`config.mk`:
```
export PLATFORM = sky130hd
export DESIGN_NAME = mdom_scdb_hdr_serializer
export DESIGN_NICKNAME = d
export VERILOG_FILES = /design/src/rtl/mdom_scdb_hdr_serializer.sv
export SDC_FILE = /design/constraint.sdc
export NUM_CORES = 1
export LEC_CHECK = 0
export BUFFER_PORTS_ARGS = -buffer_cell sky130_fd_sc_hd__buf_2
export CAP_MARGIN = 5
export CORE_MARGIN = 10
export CORE_UTILIZATION = 24
export DETAILED_ROUTE_END_ITERATION = 6
export SYNTH_ARGS = -nofsm -noshare
export SYNTH_HDL_FRONTEND = slang
export SYNTH_SLANG_ARGS = --single-unit
```
`constraint.sdc`:
```
create_clock -name clk -period 4.8 [get_ports clk]
set_input_delay 0.72 -clock clk [delete_from_list [all_inputs] [get_ports clk]]
set_output_delay 0.72 -clock clk [all_outputs]
set_load 0.05 [all_outputs]
```
`src/rtl/mdom_scdb_hdr_serializer.sv`:
```
// mdom_scdb_hdr_serializer
//   Accepts one packed SCDB waveform header per handshake and streams it to
//   the readout FIFO as OUT_W-bit words, least-significant word first.
//   Also exposes the held header's channel index and a wrapping count of
//   fully transmitted headers.
//   Optional feature macro: MDOM_SCDB_HDR_XSUM_EN appends one XOR-checksum
//   word after the data words of every header.
module mdom_scdb_hdr_serializer #(
  parameter  int unsigned LTC_W   = 49,
  parameter  int unsigned ADDR_W  = 12,
  parameter  int unsigned BSUM_W  = 19,
  parameter  int unsigned CHAN_W  = 5,
  parameter  int unsigned OUT_W   = 16,
  parameter  int unsigned CNT_W   = 16,
  localparam int unsigned HDR_W   = LTC_W + 2*ADDR_W + BSUM_W + CHAN_W + 16,
  localparam int unsigned N_WORDS = (HDR_W + OUT_W - 1) / OUT_W
) (
  input  logic              clk,
  input  logic              rst,
  input  logic [HDR_W-1:0]  in_bundle,
  input  logic              in_valid,
  output logic              in_ready,
  output logic [OUT_W-1:0]  out_data,
  output logic              out_valid,
  input  logic              out_ready,
  output logic              out_last,
  output logic [CHAN_W-1:0] hdr_chan,
  output logic [CNT_W-1:0]  hdr_cnt
);

  localparam int unsigned EXT_W = N_WORDS * OUT_W;
  localparam int unsigned IDX_W = (N_WORDS > 1) ? $clog2(N_WORDS) : 1;
  localparam logic [IDX_W-1:0] LAST_IDX = IDX_W'(N_WORDS - 1);

  typedef enum logic [1:0] {
    ST_IDLE = 2'd0,
    ST_SEND = 2'd1,
    ST_XSUM = 2'd2
  } state_t;

  state_t            r_state;
  logic [EXT_W-1:0]  r_held;
  logic [IDX_W-1:0]  r_word_idx;
  logic              r_out_valid;
  logic              r_out_last;
  logic [CHAN_W-1:0] r_chan;
  logic [CNT_W-1:0]  r_cnt;

  logic [EXT_W-1:0]  w_ext;
  logic              w_done;
  logic              w_in_ready;
  logic              w_load;
  logic              w_first_last;

  // Header zero-extended to a whole number of words so the pad bits read as 0.
  assign w_ext = EXT_W'(in_bundle);

`ifdef MDOM_SCDB_HDR_XSUM_EN
  logic [OUT_W-1:0] r_xsum;
  logic [OUT_W-1:0] w_xsum;

  // XOR of all data words of the header presented on in_bundle.
  always_comb begin
    w_xsum = '0;
    for (int unsigned i = 0; i < N_WORDS; i++) begin
      w_xsum = w_xsum ^ w_ext[i*OUT_W +: OUT_W];
    end
  end

  assign w_first_last = 1'b0;
`else
  assign w_first_last = (LAST_IDX == '0);
`endif

  // Final word of a header leaves this cycle; frees the holding register.
  assign w_done     = r_out_valid & out_ready & r_out_last;
  assign w_in_ready = (r_state == ST_IDLE) | w_done;
  assign w_load     = in_valid & w_in_ready;

  // Header state machine: load, word-by-word shift-out, optional checksum word.
  // The held header shifts down one word per transfer so out_data is always
  // the low word of a register rather than a wide mux on word_idx.
  always_ff @(posedge clk) begin
    if (rst) begin
      r_state     <= ST_IDLE;
      r_held      <= '0;
      r_word_idx  <= '0;
      r_out_valid <= 1'b0;
      r_out_last  <= 1'b0;
      r_chan      <= '0;
      r_cnt       <= '0;
`ifdef MDOM_SCDB_HDR_XSUM_EN
      r_xsum      <= '0;
`endif
    end else begin
      if (w_done) begin
        r_cnt <= r_cnt + 1'b1;
      end

      if (w_load) begin
        r_state     <= ST_SEND;
        r_held      <= w_ext;
        r_word_idx  <= '0;
        r_out_valid <= 1'b1;
        r_out_last  <= w_first_last;
        r_chan      <= in_bundle[HDR_W-1 -: CHAN_W];
`ifdef MDOM_SCDB_HDR_XSUM_EN
        r_xsum      <= w_xsum;
`endif
      end else if (w_done) begin
        r_state     <= ST_IDLE;
        r_out_valid <= 1'b0;
        r_out_last  <= 1'b0;
      end else if ((r_state == ST_SEND) && out_ready) begin
`ifdef MDOM_SCDB_HDR_XSUM_EN
        if (r_word_idx == LAST_IDX) begin
          r_state    <= ST_XSUM;
          r_held     <= EXT_W'(r_xsum);
          r_out_last <= 1'b1;
        end else begin
          r_held     <= r_held >> OUT_W;
          r_word_idx <= r_word_idx + 1'b1;
        end
`else
        r_held     <= r_held >> OUT_W;
        r_word_idx <= r_word_idx + 1'b1;
        r_out_last <= ((r_word_idx + 1'b1) == LAST_IDX);
`endif
      end
    end
  end

  assign in_ready  = w_in_ready;
  assign out_data  = r_held[OUT_W-1:0];
  assign out_valid = r_out_valid;
  assign out_last  = r_out_last;
  assign hdr_chan  = r_chan;
  assign hdr_cnt   = r_cnt;

endmodule

```
==> qor_table.md, run 1 <==
| Parameter | Value | Unit |
| --- | --- | --- |
| Outcome | completed | - |
| Buffer levels on the longest clock path | 2 | - |
| Worst path required time | 5120 | ps |
| Largest delay contributor family on the critical path | simple AND/OR/NAND/NOR gates | - |
| Min-Delay Path Depth | 2 | - |
| Initial drt markers | 464 | - |
| Count of buffers from port buffering | 156 | - |
| Number of levels in the clock H-tree | 4 | - |
| Number of antenna-violating nets in the routed design | 0 | - |
| TritonCTS clock tree | done | - |
| Crit. End Element | register | - |
| DRC Markers | 0 | - |
| Peak Freq | 399.7 | MHz |
| Final max-slew violation count | 0 | - |
| Endpoint of the worst-slack reg-to-reg timing path | r_held[22] | - |
| First-pass DRT Iterations | 7 | - |
| Post-detail-place hpwl | 12930 | µm |
| Synth cell types | 37 | - |
| Fraction of post-synthesis cell area in the top cell type by area | 45.56 | % |
| Top cells by area, synth | dfxtp_1, nand2_1, a311oi_1 | - |
| Cell type with the largest total area after synthesis | dfxtp_1 | - |
| Commonest cells in the netlist | nand2_1, dfxtp_1, nor2_1, a311oi_1, buf_2 | - |
| Dominant register cell in the synthesized netlist | dfxtp_1 | - |
| Hold bufs inserted after CTS | 0 | - |
| Core Area | 0.02511 | mm² |
| I/O pin count | 157 | - |
| Number of vias after detailed routing | 5414 | - |
| Layout Area Growth over Synthesis | 22.54 | % |
| Antenna violations before repair | 4 | - |
| Gr busiest metal | met2 | - |
| Post-CTS setup-driven buffer insertion count | 0 | - |
| Clock latency on the worst-skew pair | 420 | ps |
| Number of nets at the end of the flow | 967 | - |
| Post-synthesis instance area | 0.006107 | mm² |
| Leakage Power | 2.980 | nW |
| Post-route minimum period | 2502 | ps |
| Net Count, Synth | 868 | - |
| Clock sink total | 139 | - |
| Count of flip-flops with a built-in enable after synthesis | 0 | - |
| Global-route wire length before repair | 30170 | µm |
| MaxCap Viol Count | 0 | - |
| Startpoint of the lowest-slack hold path | hdr_chan[1] | - |
| Number of buffer and inverter stages on the critical path | 1 | - |
| Worst Tran Pin Value | 1117 | ps |
| Root Driver | clkbuf_16 | - |
| Post-layout instance area | 0.007483 | mm² |
| Cell Pwr Density | 409.9 | mW/mm² |
| Worst rel slew slack | 25.51 | % |
| Crit Path Category | reg2reg | - |
| Final critical-path share of the clock period | 52.12 | % |
| Crit-path cells | a21bo_2 -> and2_4 -> buf_4 -> nand2_1 -> a311oi_1 | - |
| Number of warnings reported in the yosys synthesis log | 0 | - |
| Detail-routed net length per standard cell | 15.69 | µm |
| Arrival @ worst endpoint | 2820 | ps |
| CP startpoint kind | register | - |
| Worst Path Max Fanout | 99 | - |
| Effective utilization at floorplan | 24.32 | % |
| Per-instance average area after synthesis | 8.165 | µm² |
| Via-to-Cell Ratio | 4.542 | - |
| Final-report setup violation count | 0 | - |
| Depth of the most critical reg-to-reg path | 5 | - |
| Die Height | 179.5 | µm |
| Synth async-reset ratio | 0 | % |
| Fraction of layout instances using a drive strength above 1 | 24.65 | % |
| GP Congestion | 0.7808 | - |
| Row cnt | 58 | - |
| Aggregate global routing overflow | 0 | - |
| GR Layer Usage met3 | 4.518 | % |
| Post-CTS resize count | 0 | - |
| GR Util met2 | 16.38 | % |
| Reg-to-reg slack, setup | 2300 | ps |
| Vias in the first global route | 5255 | - |
| Clock-pin slew on the worst setup and hold paths | 60 | ps |
| Mapped Cells | 748 | - |
| Type of the most critical hold path | reg2reg | - |
| GR Layer Usage met1 | 15.65 | % |
| Largest vdd supply drop | 0.0002131 | V |
| Placed Area | 0.006870 | mm² |
| Die boundary width | 179.5 | µm |
| Hold Vio Cnt, Final | 0 | - |
| Overall routed net length | 18700 | µm |
| Delay of the slowest critical-path stage | 870 | ps |
| Sequential share of the synthesized area | 45.56 | % |
| Total global-route track usage | 11.38 | % |
| Max Clock Skew | 11.08 | ps |
| Setup TNS | 0 | ps |
| Largest net degree at the start of global routing | 105 | - |
| Total of flip-flops plus latches after synthesis | 139 | - |
| Unrepaired setup endpoints after global routing | no | - |
| Highest-delay cell along the critical path | and2_4 | - |
| Most instantiated library cell after synthesis | nand2_1 | - |
| Worst Hold Endpoint | hdr_chan[1] | - |
| Die Area | 0.03223 | mm² |
| Startpoint of the worst register-to-register path | out_last | - |
| Number of buffers created by CTS | 17 | - |
per-layer routing:
| layer | part of all wire, % | wire (µm) | vias up |
|---|---|---|---|
| met4 | 0.50 | 93 | 2 |
| li1 | - | - | 2776 |
| met3 | 7.6 | 1419 | 10 |
| met5 | 0.048 | 9 | - |
| met2 | 42 | 7863 | 179 |
| met1 | 50 | 9312 | 2447 |
layout by cell type (no fill, tap or decap), types with 4 or more instances in the layout:
master      Yosys  layout
a21oi_1        14      14
buf_2          33     155
a311oi_1       87      87
nor2_1        125     125
nor3_1          7       7
a311oi_2       10      10
inv_1           5       5
xor2_1          5       5
nand2_1       215     215
a22oi_1        11      11
nand3_1         4       4
buf_4          18       6
nor4_1          4       4
clkbuf_16       0      17
clkinvlp_4      0       5
xnor2_1         8       8
dfxtp_1       139     139
nand4_1         9       9
logic make-up after synthesis:
group                      synth area share, %
AOI/OAI and AO/OA                        18.87
xor gates and xnor gates                 1.864
adders and majority gates               0.6147
buffers and inverters                    8.605
DFF                                      45.56
muxes                                   0.3688
and+or+nand+nor                          24.11
how the worst max path moves through the flow:
stage | start | to | slack [ps] | cells after the start
after global placement | out_ready | r_held[10] | 1990 | 6
final | out_last | r_held[22] | 2300 | 5
after detailed placement | out_ready | r_held[23] | 1910 | 6
after floorplan | out_ready | r_held[69] | 2670 | 8
after global routing | out_last | r_held[1] | 2120 | 5
after CTS | out_last | r_held[22] | 2290 | 5
area by class of cell:
class                   count  area, µm²
clock inverters            14      168.9
fillers                  2784      17630
diodes                      2      5.005
flip-flops and latches    139       2783
clock buffers              18      439.2
repair buffers            162      840.8
multi-input cells         522       2815
well taps                 330      412.9
inverters                   5      18.77
per-stage QoR:
stage | utilization (%) | setup WS, ps | total power [mW] | hold slack, ps | instances
after detailed placement | 27.36 | 1911 | 1.742 | 445.4 | 1158
after global placement | 27.36 | 1994 | 1.737 | 443.6 | 1158
after global routing | 29.78 | 2123 | 3.205 | 475.4 | 1190
final | 29.80 | 2298 | 3.067 | 451.0 | 1192
after floorplan | - | 2673 | 1.639 | 436.6 | 748
after CTS | 29.78 | 2289 | 3.102 | 454.1 | 1190
report_power, final:
group	total (mW)	switching, mW	leakage [nW]	internal (mW)
Clock	1.36	0.524	0.285	0.832
Sequential	1.30	0.0527	1.15	1.24
Combinational	0.414	0.273	1.55	0.141
Total	3.07	0.850	2.98	2.22
flip-flops by register name, indices dropped and copies added (netlist names):
name	count
out_last	1
hdr_chan	5
r_held	113
r_word_idx	3
hdr_cnt	16
out_valid	1
worst reg2reg max path, stage by stage (launching register included):
cell	delay, ps
dfxtp_1	480
a21bo_2	240
and2_4	870
buf_4	440
nand2_1	80
a311oi_1	290
(Power assumes the default switching activity.)
==> inputs of run 2 (changes only) <==
- ABC_AREA: default -> 1
- clock period: 4.8 -> 2.1 ns (I/O delays scaled with it)
==> qor_table.md, run 2 <==
| Parameter | Value | Unit | Delta |
| --- | --- | --- | --- |
| Crit Path Category | reg2out | - |  |
| Overall routed net length | 21890 | µm | +17% |
| TritonCTS clock tree | done | - |  |
| Largest net degree at the start of global routing | 94 | - | -10% |
| Number of levels in the clock H-tree | 4 | - | unchanged |
| Worst rel slew slack | 64.69 | % | +39 points |
| Final-report setup violation count | 0 | - | unchanged |
| Synth cell types | 23 | - | -38% |
| Number of flip-flops under the largest register name | 113 | - | unchanged |
| Post-detail-place hpwl | 15880 | µm | +23% |
| Worst Path Max Fanout | 37 | - | -63% |
| Finished Core Util | 30.15 | % | +0.35 points |
| Largest delay contributor family on the critical path | buffers and inverters | - |  |
| Aggregate global routing overflow | 0 | - | unchanged |
| Most instantiated library cell after synthesis | nand3_1 | - |  |
| Post-synthesis instance area | 0.006899 | mm² | +13% |
| Delay of the slowest critical-path stage | 430 | ps | -440 ps |
| Cell Pwr Density | 893.1 | mW/mm² | +120% |
| CP startpoint kind | register | - |  |
| Clock latency on the worst-skew pair | 430 | ps | about the same |
| Fraction of layout instances using a drive strength above 1 | 26.99 | % | +2.3 points |
| Worst path required time | 1780 | ps | -3340 ps |
| Depth of the most critical reg-to-reg path | 8 | - | +3 |
| Synth async-reset ratio | 0 | % | unchanged |
| Post-route minimum period | 2026 | ps |  |
| Sequential Power Share | 38.9 | % | -3.4 points |
| Dominant register cell in the synthesized netlist | dfxtp_1 | - |  |
| Total of flip-flops plus latches after synthesis | 139 | - | unchanged |
| # fillers | 3240 | - | +16% |
| Max Clock Skew | 16.16 | ps | +5.086 ps |
| Commonest non-fill, non-tap cell in the layout | nand3_1 | - |  |
| Die Area | 0.03593 | mm² | +11% |
| Power share of the clock group | 43.1 | % | -1.1 points |
| Net switching share of the total power | 29.36 | % | +1.7 points |
| Crit. End Element | output pin | - |  |
| Crit-path cells | nand3_2 -> nand2_4 -> buf_12 -> buf_4 | - |  |
| Reg-to-reg slack, setup | 390 | ps | -1910 ps |
| MaxCap Viol Count | 0 | - | unchanged |
| Setup TNS | 0 | ps | unchanged |
| Arrival @ worst endpoint | 1710 | ps | -1110 ps |
| Root Driver | clkbuf_16 | - |  |
| Number of buffer and inverter stages on the critical path | 2 | - | +1 |
| Buffer levels on the longest clock path | 2 | - | unchanged |
| Vias in the first global route | 6489 | - | +23% |
| Top cells by area, synth | dfxtp_1, nand3_1, nand2_1 | - |  |
| Type of the most critical hold path | in2reg | - |  |
| Endpoint of the worst-slack reg-to-reg timing path | r_held[8] | - |  |
| Final critical-path share of the clock period | 96.46 | % |  |
| Fraction of post-synthesis cell area in the top cell type by area | 40.33 | % | -5.2 points |
| Commonest cells in the netlist | nand3_1, nand2_1, dfxtp_1, inv_1, or2_1 | - |  |
| Effective utilization at floorplan | 24.17 | % | -0.16 points |
| Total global-route track usage | 12.03 | % | +0.65 points |
| Count of flip-flops with a built-in enable after synthesis | 0 | - | unchanged |
| Number of buffers created by CTS | 17 | - | unchanged |
| Via-to-Cell Ratio | 4.365 | - | -3.9% |
| First-pass DRT Iterations | 6 | - | -1 |
| Register bank with the most flops | r_held | - |  |
| Most used cells in the layout excluding fill and tap cells | nand3_1, nand2_1, buf_2 | - |  |
| Final max-slew violation count | 0 | - | unchanged |
| Antenna violations before repair | 5 | - | +1 |
| Core Area | 0.02855 | mm² | +14% |
| Clock-pin slew on the worst setup and hold paths | 60 | ps | about the same |
| Design internal power | 5.430 | mW | +140% |
| Net Count, Synth | 1120 | - | +29% |
| Worst Tran Pin Value | 529.7 | ps | -587.7 ps |
| DRC Markers | 0 | - | unchanged |
| Min-Delay Path Depth | 3 | - | +1 |
| Highest-delay cell along the critical path | dfxtp_2 | - |  |
| Number of vias after detailed routing | 6569 | - | +21% |
| Peak Freq | 493.6 | MHz |  |
| Global-route wire length before repair | 34740 | µm | +15% |
| Share of total power in combinational logic | 18.0 | % | +4.5 points |
| I/O pin count | 157 | - | unchanged |
| Number of nets at the end of the flow | 1226 | - | +27% |
| GP Congestion | 0.7963 | - | +2.0% |
| Number of warnings reported in the yosys synthesis log | 0 | - | unchanged |
| Hold bufs inserted after CTS | 0 | - | unchanged |
| Hold Vio Cnt, Final | 0 | - | unchanged |
| Mapped Cells | 1000 | - | +34% |
| Sequential share of the synthesized area | 40.33 | % | -5.2 points |
| Leakage Power | 4.236 | nW | +42% |
| Per-instance average area after synthesis | 6.899 | µm² | -15% |
| Startpoint of the lowest-slack hold path | in_bundle[104] | - |  |
| Startpoint of the worst register-to-register path | out_valid | - |  |
| Count of buffers from port buffering | 156 | - | unchanged |
| Die boundary width | 189.5 | µm | +5.6% |
| Outcome | completed | - |  |
| Initial drt markers | 354 | - | -24% |
| Row cnt | 62 | - | +6.9% |
| Largest vdd supply drop | 0.0004629 | V | +120% |
| Layout Area Growth over Synthesis | 24.76 | % |  |
| P_sw | 2.257 | mW | +170% |
| Clock sink total | 139 | - | unchanged |
| Cell type with the largest total area after synthesis | dfxtp_1 | - |  |
| Number of antenna-violating nets in the routed design | 0 | - | unchanged |
| Die Height | 189.5 | µm | +5.6% |
| Detail-routed net length per standard cell | 14.54 | µm | -7.3% |
| Worst Hold Endpoint | r_held[104] | - |  |
| Unrepaired setup endpoints after global routing | no | - |  |
run 2: changes by cell type after synthesis, sizes merged, moves of 6 or more:
cell    change
nand4       -6
nand2      -40
nor3        -7
clkbuf     +18
nand3     +298
a311oi     -97
inv       +110
nor2       -92
a21oi      +19
a22oi      -11
or2        +98
buf        -12
xnor2       -7
run 2: power groups by stage:
stage	clock [mW]	sequential [mW]	combinational [mW]
floorplan	0	3.01	1.04
global placement	0	3.05	1.38
detailed placement	0	3.05	1.39
CTS	3.39	2.99	1.40
global route	3.51	3.01	1.56
finish	3.32	2.99	1.38
run 2: final cells by class:
cell class | instances | area [µm²] | area share, %
antenna | 2 | 5.005 | 0.05815
clock buffer | 18 | 429.2 | 4.986
clock inverter | 14 | 207.7 | 2.413
inverter | 115 | 434.2 | 5.044
multi-input combinational | 658 | 3238 | 37.62
sequential | 139 | 2784 | 32.34
tap | 384 | 480.5 | 5.582
timing repair buffer | 175 | 1028 | 11.95
run 2: routing by layer:
metal / share of wire [%] / wire length (µm) / GRT usage [%]
met1: 45 / 9933 / 14.85
met5: 0.22 / 49 / 0
met4: 1.8 / 401 / 4.182
met3: 5.6 / 1226 / 3.497
met2: 47 / 10280 / 19.62
run 2: worst max path at each step:
stage / start / to / slack [ps] / cells after the start
floorplan: out_valid / r_held[71] / 240 / 8
global placement: out_ready / r_held[16] / 330 / 9
detailed placement: out_valid / r_held[67] / 300 / 8
CTS: out_valid / in_ready / 60 / 4
global route: out_valid / in_ready / 2 / 4
finish: out_valid / in_ready / 70 / 4
run 2: stage by stage:
step / cells / hold slack, ps / setup WS [ps] / total power [mW] / instance area, µm²
floorplan: 1000 / 439.1 / 243.9 / 4.052 / 6899
global placement: 1471 / 451.7 / 331.8 / 4.427 / 7961
detailed placement: 1471 / 455.6 / 295.1 / 4.437 / 7961
CTS: 1503 / 127.9 / 61.34 / 7.777 / 8602
global route: 1503 / 135.6 / 2.033 / 8.083 / 8602
finish: 1505 / 146.2 / 74.25 / 7.687 / 8607
run 2: cell families (layout without fill, tap and decap cells):
family,count (synthesis),count (layout),synth area share [%]
simple gates,615,615,43.04
buf+inv,203,322,13.08
flops,139,139,40.33
compound gates,38,38,2.757
fa+ha+maj,3,3,0.5441
xor+xnor,2,2,0.2539
other cells,0,2,0
run 2: worst reg2reg max path, delay by kind of cell, from the launching register on:
kind,cells,cell delay [ps]
flops,1,430
buf+inv,2,280
simple gates,6,900
run 2: timing repair:
action / CTS / global route
resized for setup: 2 / 0
setup buffers: 0 / 0
setup endpoints to repair: 1 / 0
